File: src/rtl/mux_scan_if.sv
// Handshake bundle between the mux scan controller and its requesters/consumer.
// The master side drives req/q_in/ack, and the slave (controller) side drives the select and sample outputs.
interface mux_scan_if;
    logic [3:0] req;
    logic       q_in;
    logic       ack;
    logic [1:0] select;
    logic [3:0] grant;
    logic       sample;
    logic [1:0] sample_ch;
    logic       sample_valid;

    modport master (
        output req, q_in, ack,
        input  select, grant, sample, sample_ch, sample_valid
    );

    modport slave (
        input  req, q_in, ack,
        output select, grant, sample, sample_ch, sample_valid
    );
endinterface

File: src/rtl/mux_scan_controller.sv
// Round-robin scan of a 4:1 mux: pick a requesting channel, hold select DWELL cycles, capture q_in.
// Latency: grant one edge after req is seen, sample_valid DWELL edges later; sample holds until ack.
// Optional MUX_SCAN_BACK_TO_BACK_EN: re-arbitrate on the accepting edge, skipping the idle cycle.
module mux_scan_controller #(
    parameter int DWELL = 3
) (
    input  logic        clk,
    input  logic        reset,
    mux_scan_if.slave   bus
);
    typedef enum logic [1:0] {IDLE, SETTLE, WAIT_ACK} state_t;

    state_t     state, state_nx;
    logic [3:0] cnt, cnt_nx;
    logic [1:0] ptr, ptr_nx;
    logic [1:0] select_q, select_nx;
    logic [3:0] grant_q, grant_nx;
    logic       sample_q, sample_nx;
    logic [1:0] sample_ch_q, sample_ch_nx;
    logic       sample_valid_q, sample_valid_nx;

    // First requesting channel at or above p, wrapping modulo 4.
    function automatic logic [1:0] pick(input logic [3:0] r, input logic [1:0] p);
        logic [1:0] idx;
        logic       found;
        pick  = p;
        found = 1'b0;
        for (int i = 0; i < 4; i++) begin
            idx = p + 2'(i);
            if (!found && r[idx]) begin
                pick  = idx;
                found = 1'b1;
            end
        end
    endfunction

    always_ff @(posedge clk) begin
        if (reset) begin
            state          <= IDLE;
            cnt            <= 4'd0;
            ptr            <= 2'd0;
            select_q       <= 2'd0;
            grant_q        <= 4'd0;
            sample_q       <= 1'b0;
            sample_ch_q    <= 2'd0;
            sample_valid_q <= 1'b0;
        end else begin
            state          <= state_nx;
            cnt            <= cnt_nx;
            ptr            <= ptr_nx;
            select_q       <= select_nx;
            grant_q        <= grant_nx;
            sample_q       <= sample_nx;
            sample_ch_q    <= sample_ch_nx;
            sample_valid_q <= sample_valid_nx;
        end
    end

    always_comb begin
        state_nx        = state;
        cnt_nx          = cnt;
        ptr_nx          = ptr;
        select_nx       = select_q;
        grant_nx        = grant_q;
        sample_nx       = sample_q;
        sample_ch_nx    = sample_ch_q;
        sample_valid_nx = sample_valid_q;
        case (state)
            IDLE: begin
                if (|bus.req) begin
                    select_nx = pick(bus.req, ptr);
                    grant_nx  = 4'b0001 << pick(bus.req, ptr);
                    cnt_nx    = 4'(DWELL - 1);
                    state_nx  = SETTLE;
                end
            end
            SETTLE: begin
                if (cnt != 4'd0) begin
                    cnt_nx = cnt - 4'd1;
                end else begin
                    sample_nx       = bus.q_in;
                    sample_ch_nx    = select_q;
                    sample_valid_nx = 1'b1;
                    state_nx        = WAIT_ACK;
                end
            end
            WAIT_ACK: begin
                if (bus.ack && sample_valid_q) begin
                    sample_valid_nx = 1'b0;
                    grant_nx        = 4'd0;
                    ptr_nx          = select_q + 2'd1;
                    state_nx        = IDLE;
`ifdef MUX_SCAN_BACK_TO_BACK_EN
                    // Arbitrate from the advanced pointer so the next grant lands on this same edge.
                    if (|bus.req) begin
                        select_nx = pick(bus.req, select_q + 2'd1);
                        grant_nx  = 4'b0001 << pick(bus.req, select_q + 2'd1);
                        cnt_nx    = 4'(DWELL - 1);
                        state_nx  = SETTLE;
                    end
`else
                    // Always pass through IDLE: at least one idle cycle between grants.
`endif
                end
            end
            default: state_nx = IDLE;
        endcase
    end

    assign bus.select       = select_q;
    assign bus.grant        = grant_q;
    assign bus.sample       = sample_q;
    assign bus.sample_ch    = sample_ch_q;
    assign bus.sample_valid = sample_valid_q;
endmodule

File: src/flat_wrapper.sv
// flat-port wrapper written by rule: the top's interface ports become plain ports
module mux_scan_controller_flat 
#(
    parameter int DWELL = 3
)
  (clk, reset, bus_req, bus_q_in, bus_ack, bus_select, bus_grant, bus_sample, bus_sample_ch, bus_sample_valid);
  mux_scan_if bus_i ();
  input  logic clk;
  input  logic reset;
  input wire logic [$bits(bus_i.req)-1:0] bus_req;
  input wire logic [$bits(bus_i.q_in)-1:0] bus_q_in;
  input wire logic [$bits(bus_i.ack)-1:0] bus_ack;
  output wire logic [$bits(bus_i.select)-1:0] bus_select;
  output wire logic [$bits(bus_i.grant)-1:0] bus_grant;
  output wire logic [$bits(bus_i.sample)-1:0] bus_sample;
  output wire logic [$bits(bus_i.sample_ch)-1:0] bus_sample_ch;
  output wire logic [$bits(bus_i.sample_valid)-1:0] bus_sample_valid;
  assign bus_i.req = bus_req;
  assign bus_i.q_in = bus_q_in;
  assign bus_i.ack = bus_ack;
  assign bus_select = bus_i.select;
  assign bus_grant = bus_i.grant;
  assign bus_sample = bus_i.sample;
  assign bus_sample_ch = bus_i.sample_ch;
  assign bus_sample_valid = bus_i.sample_valid;
  mux_scan_controller #(.DWELL(DWELL)) u_core (.clk(clk), .reset(reset), .bus(bus_i));
endmodule
File: config.mk
export PLATFORM = sky130hd
export DESIGN_NAME = mux_scan_controller_flat
export DESIGN_NICKNAME = d
export VERILOG_FILES = /design/src/rtl/mux_scan_if.sv /design/src/rtl/mux_scan_controller.sv /design/src/flat_wrapper.sv
export SDC_FILE = /design/constraint.sdc
export NUM_CORES = 1
export LEC_CHECK = 0
export ABC_CLOCK_PERIOD_IN_PS = 1800
export BUFFER_PORTS_ARGS = -buffer_cell sky130_fd_sc_hd__clkbuf_2
export CAP_MARGIN = 40
export CELL_PAD_IN_SITES_DETAIL_PLACEMENT = 1
export CELL_PAD_IN_SITES_GLOBAL_PLACEMENT = 1
export CORE_MARGIN = 4
export CORE_UTILIZATION = 38
export CTS_BUF_LIST = sky130_fd_sc_hd__clkbuf_4 sky130_fd_sc_hd__clkbuf_8 sky130_fd_sc_hd__clkbuf_16
export DETAILED_ROUTE_END_ITERATION = 10
export PLACE_DENSITY = 0.75
export SLEW_MARGIN = 20
export SYNTH_ARGS = -nofsm -noshare
export SYNTH_HDL_FRONTEND = slang
export SYNTH_SLANG_ARGS = --single-unit
File: constraint.sdc
create_clock -name clk -period 1.8 [get_ports clk]
set_input_delay 0.36 -clock clk [delete_from_list [all_inputs] [get_ports clk]]
set_output_delay 0.36 -clock clk [all_outputs]
set_load 0.005 [all_outputs]
After elaboration in Yosys (flattened, before gate mapping)
Cells that the tools add are included.

Add/sub/neg operators: 5. $lt $le $gt $ge: 4. Equal/unequal tests: 6. Shifts and indexed selects: 1. Muxes and demuxes: 35. Bitwise logic cells: 1. Reductions and logical operators: 20.

Operators by type and width (number): 2-to-1 mux 2 bit (8); 2-to-1 mux 4 bit (4); case mux 4 bit (2 select lines) (2); 2-to-1 mux 1 bit (15); < comparator 2 x 3 -> 1 bit, second input constant (4); AND reduction 3 bit (4); binary-select mux 1 bit (select 2 bit) (4); != test 2 x 1 -> 1 bit, second input constant (3); case mux 2 bit (3 select lines) (1); AND reduction 2 bit (3); nonzero test 2 bit (3); adder 2 x 1 -> 2 bit, second input constant (2); adder 2 bit, second input constant (2); logical AND 1 bit (4); nonzero test 4 bit (1); OR reduction 4 bit (1); << shifter 1 x 2 -> 4 bit, first input constant (1); subtractor 4 x 1 -> 4 bit, second input constant (1); zero test 1 bit (3); == test 2 x 1 -> 1 bit, second input constant (1); == test 2 bit, second input constant (1); zero test 2 bit (1); != test 2 bit, second input constant (1); case mux 1 bit (2 select lines) (1); NOT 1 bit (1).

Register bits after elaboration: 18. Bits of input ports: 8.

Longest topological paths before layout
Depth in word-level cells: 23. Mapped depth: 7. Depth with buffers taken out: 7.

Least setup slack after synthesis
Ideal clock, no wire load.

Kind: input port to flip-flop. Start point: input bus_req[2]. End point: register u_core.cnt[1]. Arrival time: 1.548 ns. Slack: 0.173 ns. Stages: 5. Buffers on the path: 0. Path through: or4_4 or3_4 nand2_4 nor2_2 a211oi_2.

Word-level cells in the longest chain between the ends: 3.

Ends and longest elaborated chain: start: declaration (line flat_wrapper.sv:10) `input wire logic [$bits(bus_i.req)-1:0] bus_req;`; OR reduction 4 bit (line mux_scan_controller.sv:70) `if (|bus.req) begin`; != test 2 x 1 -> 1 bit (no line); AND reduction 3 bit (no line); end signal: assignment (line mux_scan_controller.sv:49) `cnt <= cnt_nx;`; end: declaration (line mux_scan_controller.sv:14) `logic [3:0] cnt, cnt_nx;`.

Every way passes these cells. A chain may end at the register's enable or synchronous reset.

Worst setup path after layout
Start point: register u_core.cnt[0]. End point: register u_core.cnt[3].

Word-level cells in the longest chain between the ends: 3. Elaborated cells between the ends (all ways): 6. Those cells by class: add/sub (1); eq/ne (1); mux (2); reduce/logical (2).

Ends and longest elaborated chain (line): subtractor 4 x 1 -> 4 bit or nonzero test 4 bit (tied branches) (mux_scan_controller.sv:79, mux_scan_controller.sv:78); 2-to-1 mux 4 bit or != test 2 x 1 -> 1 bit (tied branches); case mux 4 bit (2 select lines) or AND reduction 3 bit (tied branches).

Several ways; a longest one is shown, not always the timed one. The select of a mux whose other input is x is not followed.

==> metrics.csv <==
metric,value,unit
cell family with most CP delay,simple AND/OR/NAND/NOR gates,
total die area,3090,sq um
core outline area,2060,sq um
static leakage,0.442,nW
fin crit share,0.900,
clk_skew,0.00130,ns
Post-synth EDFFs,0,
"Clk Latency, worst-skew pair",0.29,ns
"Slew Viols, Final",0,
Rel. slew slack,0.764,
Clock Pin Slew Worst Setup and Hold Paths,0.10,ns
"Primary FF master, synth",dfxtp_1,
Hold Path Depth,3,
GRT overflow,0,
clock sinks,18,
RePlAce Congestion,0.695,
Syn. warnings,0,
CP Buf/Inv Count,2,
reg2reg start,u_core.cnt[0]$_SDFFE_PP0P_,
GRT Overall Usage,0.160,
DR pass1 iterations,4,
Worst setup EP type,register,
"most common cell after layout, fill and taps aside",dfxtp_1,
"Avg Cell Area, Syn",8.13,sq um
Port-buffer cells,17,
sequential share of the synthesized area,0.418,
number of synthesized register bits,18,
crit path time final,1.62,ns
Post-DRT Antenna Nets,0,
area growth from synthesis to layout,21.6,%
share of cells above drive strength 1,0.260,
Worst Hold End,u_core.bus.sample$_SDFFE_PP0P_,
R2R depth,8,
via/cell ratio,5.39,
CTS root buf,clkbuf_4,
drt wl/cell,13.9,microns
row cnt,16,
Post-Place Worst Slack,-0.0417,ns
hold path start,bus_q_in,
Residual DRC,0,
Max Clk Rate,617,MHz
number of diodes,0,
First DRT Iteration DRCs,16,
Detailed Place HPWL,1.76,mm
worst hold path class,primary input to register,
initial antenna violation count,0,
flop2flop setup slack,0.18,ns
CP Class,register to register,
hold_ws,0.304,ns
worst-margin pin slew,0.353,ns
distinct cell type count after synthesis,31,
final setup fails,0,
syn nets,116,
largest net degree at the start of global routing,18,
synthesized area,862,sq um
crit path launch type,register,
Post-CTS Setup Bufs,0,
Post-CTS Resized,0,
clock buffer count from CTS,3,
PwrDens,1510,nW/um^2
most frequent cells in the layout,"dfxtp_1 (18), clkbuf_2 (17), a21oi_1 (16), nand2_1 (13), nor2_1 (10)",
first-pass GRT wire length,3.95,mm
Die Height,55.6,microns
RR Endpoint,u_core.cnt[3]$_SDFFE_PP0P_,
"slowest stage delay, CP",0.34,ns
Crit path arrival time,1.81,ns
Critical Path Fanout Max,5,
fin worst setup slack,0.180,ns
Final Net Count,143,
CTS tree,built,
routed wire length,2.20,mm
Post-synth ARST share,0,
Crit-path slowest cell,dfxtp_1,
WP data required,1.99,ns
worst vdd rail ir drop,0.716,mV
largest buffer count on any clock path,2,
Ports,18,
Via Count,851,
H-tree Lvls,1,
CP Cell Sequence,"inv_1, ha_1, nor3b_1, a21oi_1, buf_4, nand2_1, mux2i_1, o21ai_0",
RSZ-0062 raised after global routing,false,
initial core utilization,0.418,
max_cap viols,0,
run status,"finished, final reports clean",
die span in x,55.6,microns
Post-Synthesis Cells,106,
vias in the first global route,882,
"Hold Vio Cnt, Final",0,
# hold bufs at CTS,0,
## kinds of logic after synthesis
family | after synthesis | share of synthesized area
and+or+nand+nor | 51 | 0.314
AOI/OAI and AO/OA | 26 | 0.180
DFF | 18 | 0.418
buffers and inverters | 6 | 0.0261
muxes | 2 | 0.0232
adders and majority gates | 2 | 0.0290
xor gates and xnor gates | 1 | 0.0102
## tightest hold or removal path, cell delays in order
cell and delay (ns):
clkbuf_2 0.08, nand3_1 0.06, a21oi_1 0.05
## Yosys cell counts, types with 2 or more instances
cell type	count	area (sq um)
dfxtp_1	18	360
a21oi_1	16	80.1
nand2_1	13	48.8
nor2_1	10	37.5
nand3_1	9	45.0
nor2b_1	5	31.3
inv_1	4	15.0
o21ai_0	4	20.0
ha_1	2	25.0
mux2i_1	2	20.0
nand4_1	2	12.5
nor3_1	2	10.0
## sequential cells by signal, indices dropped and copies added, names as in the netlist
register,flops
u_core.bus.sample,1
u_core.bus.grant,4
u_core.bus.select,2
u_core.cnt,4
u_core.bus.sample_valid,1
u_core.ptr,2
u_core.bus.sample_ch,2
u_core.state,2
## metal layers
metal  routed length [microns]  global-route usage  vias up
met5                         0                   0        -
met4                        35              0.0729        0
met3                        73              0.0278        4
met2                      1090               0.270       13
met1                      1010               0.196      411
li1                          -                   -      423
## how the worst max path moves through the flow
stage	from	to	depth (start not counted)
floorplan	bus_req[2]	u_core.cnt[1]$_SDFFE_PP0P_	5
global placement	bus_req[2]	u_core.cnt[1]$_SDFFE_PP0P_	6
detailed placement	bus_req[2]	u_core.bus.grant[0]$_SDFFE_PP0P_	7
CTS	u_core.cnt[0]$_SDFFE_PP0P_	u_core.cnt[2]$_SDFFE_PP0P_	8
global route	u_core.cnt[0]$_SDFFE_PP0P_	u_core.cnt[3]$_SDFFE_PP0P_	8
finish	u_core.cnt[0]$_SDFFE_PP0P_	u_core.cnt[3]$_SDFFE_PP0P_	8
## through the flow
stage                     TNS (ns)  total power [mW]  utilization  instance area (sq um)  std cells
after floorplan                  0              1.08            -                    862        106
after global placement           0              1.35        0.498                   1030        155
after detailed placement   -0.0417              1.40        0.498                   1030        155
after CTS                        0              1.61        0.508                   1050        158
after global routing             0              1.75        0.508                   1050        158
final                            0              1.58        0.508                   1050        158
## layout make-up
type | instances | area [sq um]
Tap cell | 27 | 33.8
Fill cell | 272 | 1010
Clock buffer | 3 | 22.5
Multi-Input combinational cell | 82 | 479
Timing Repair Buffer | 24 | 138
Sequential cell | 18 | 360
Inverter | 4 | 15.0
## power breakdown
| part | leakage, nW | switching, mW | internal, mW | total, mW |
|---|---|---|---|---|
| registers | 0.147 | 0.0942 | 0.511 | 0.606 |
| clock network | 0.0138 | 0.123 | 0.0779 | 0.201 |
| logic | 0.281 | 0.434 | 0.344 | 0.778 |
| total | 0.442 | 0.651 | 0.933 | 1.58 |
(Power assumes the default switching activity.)
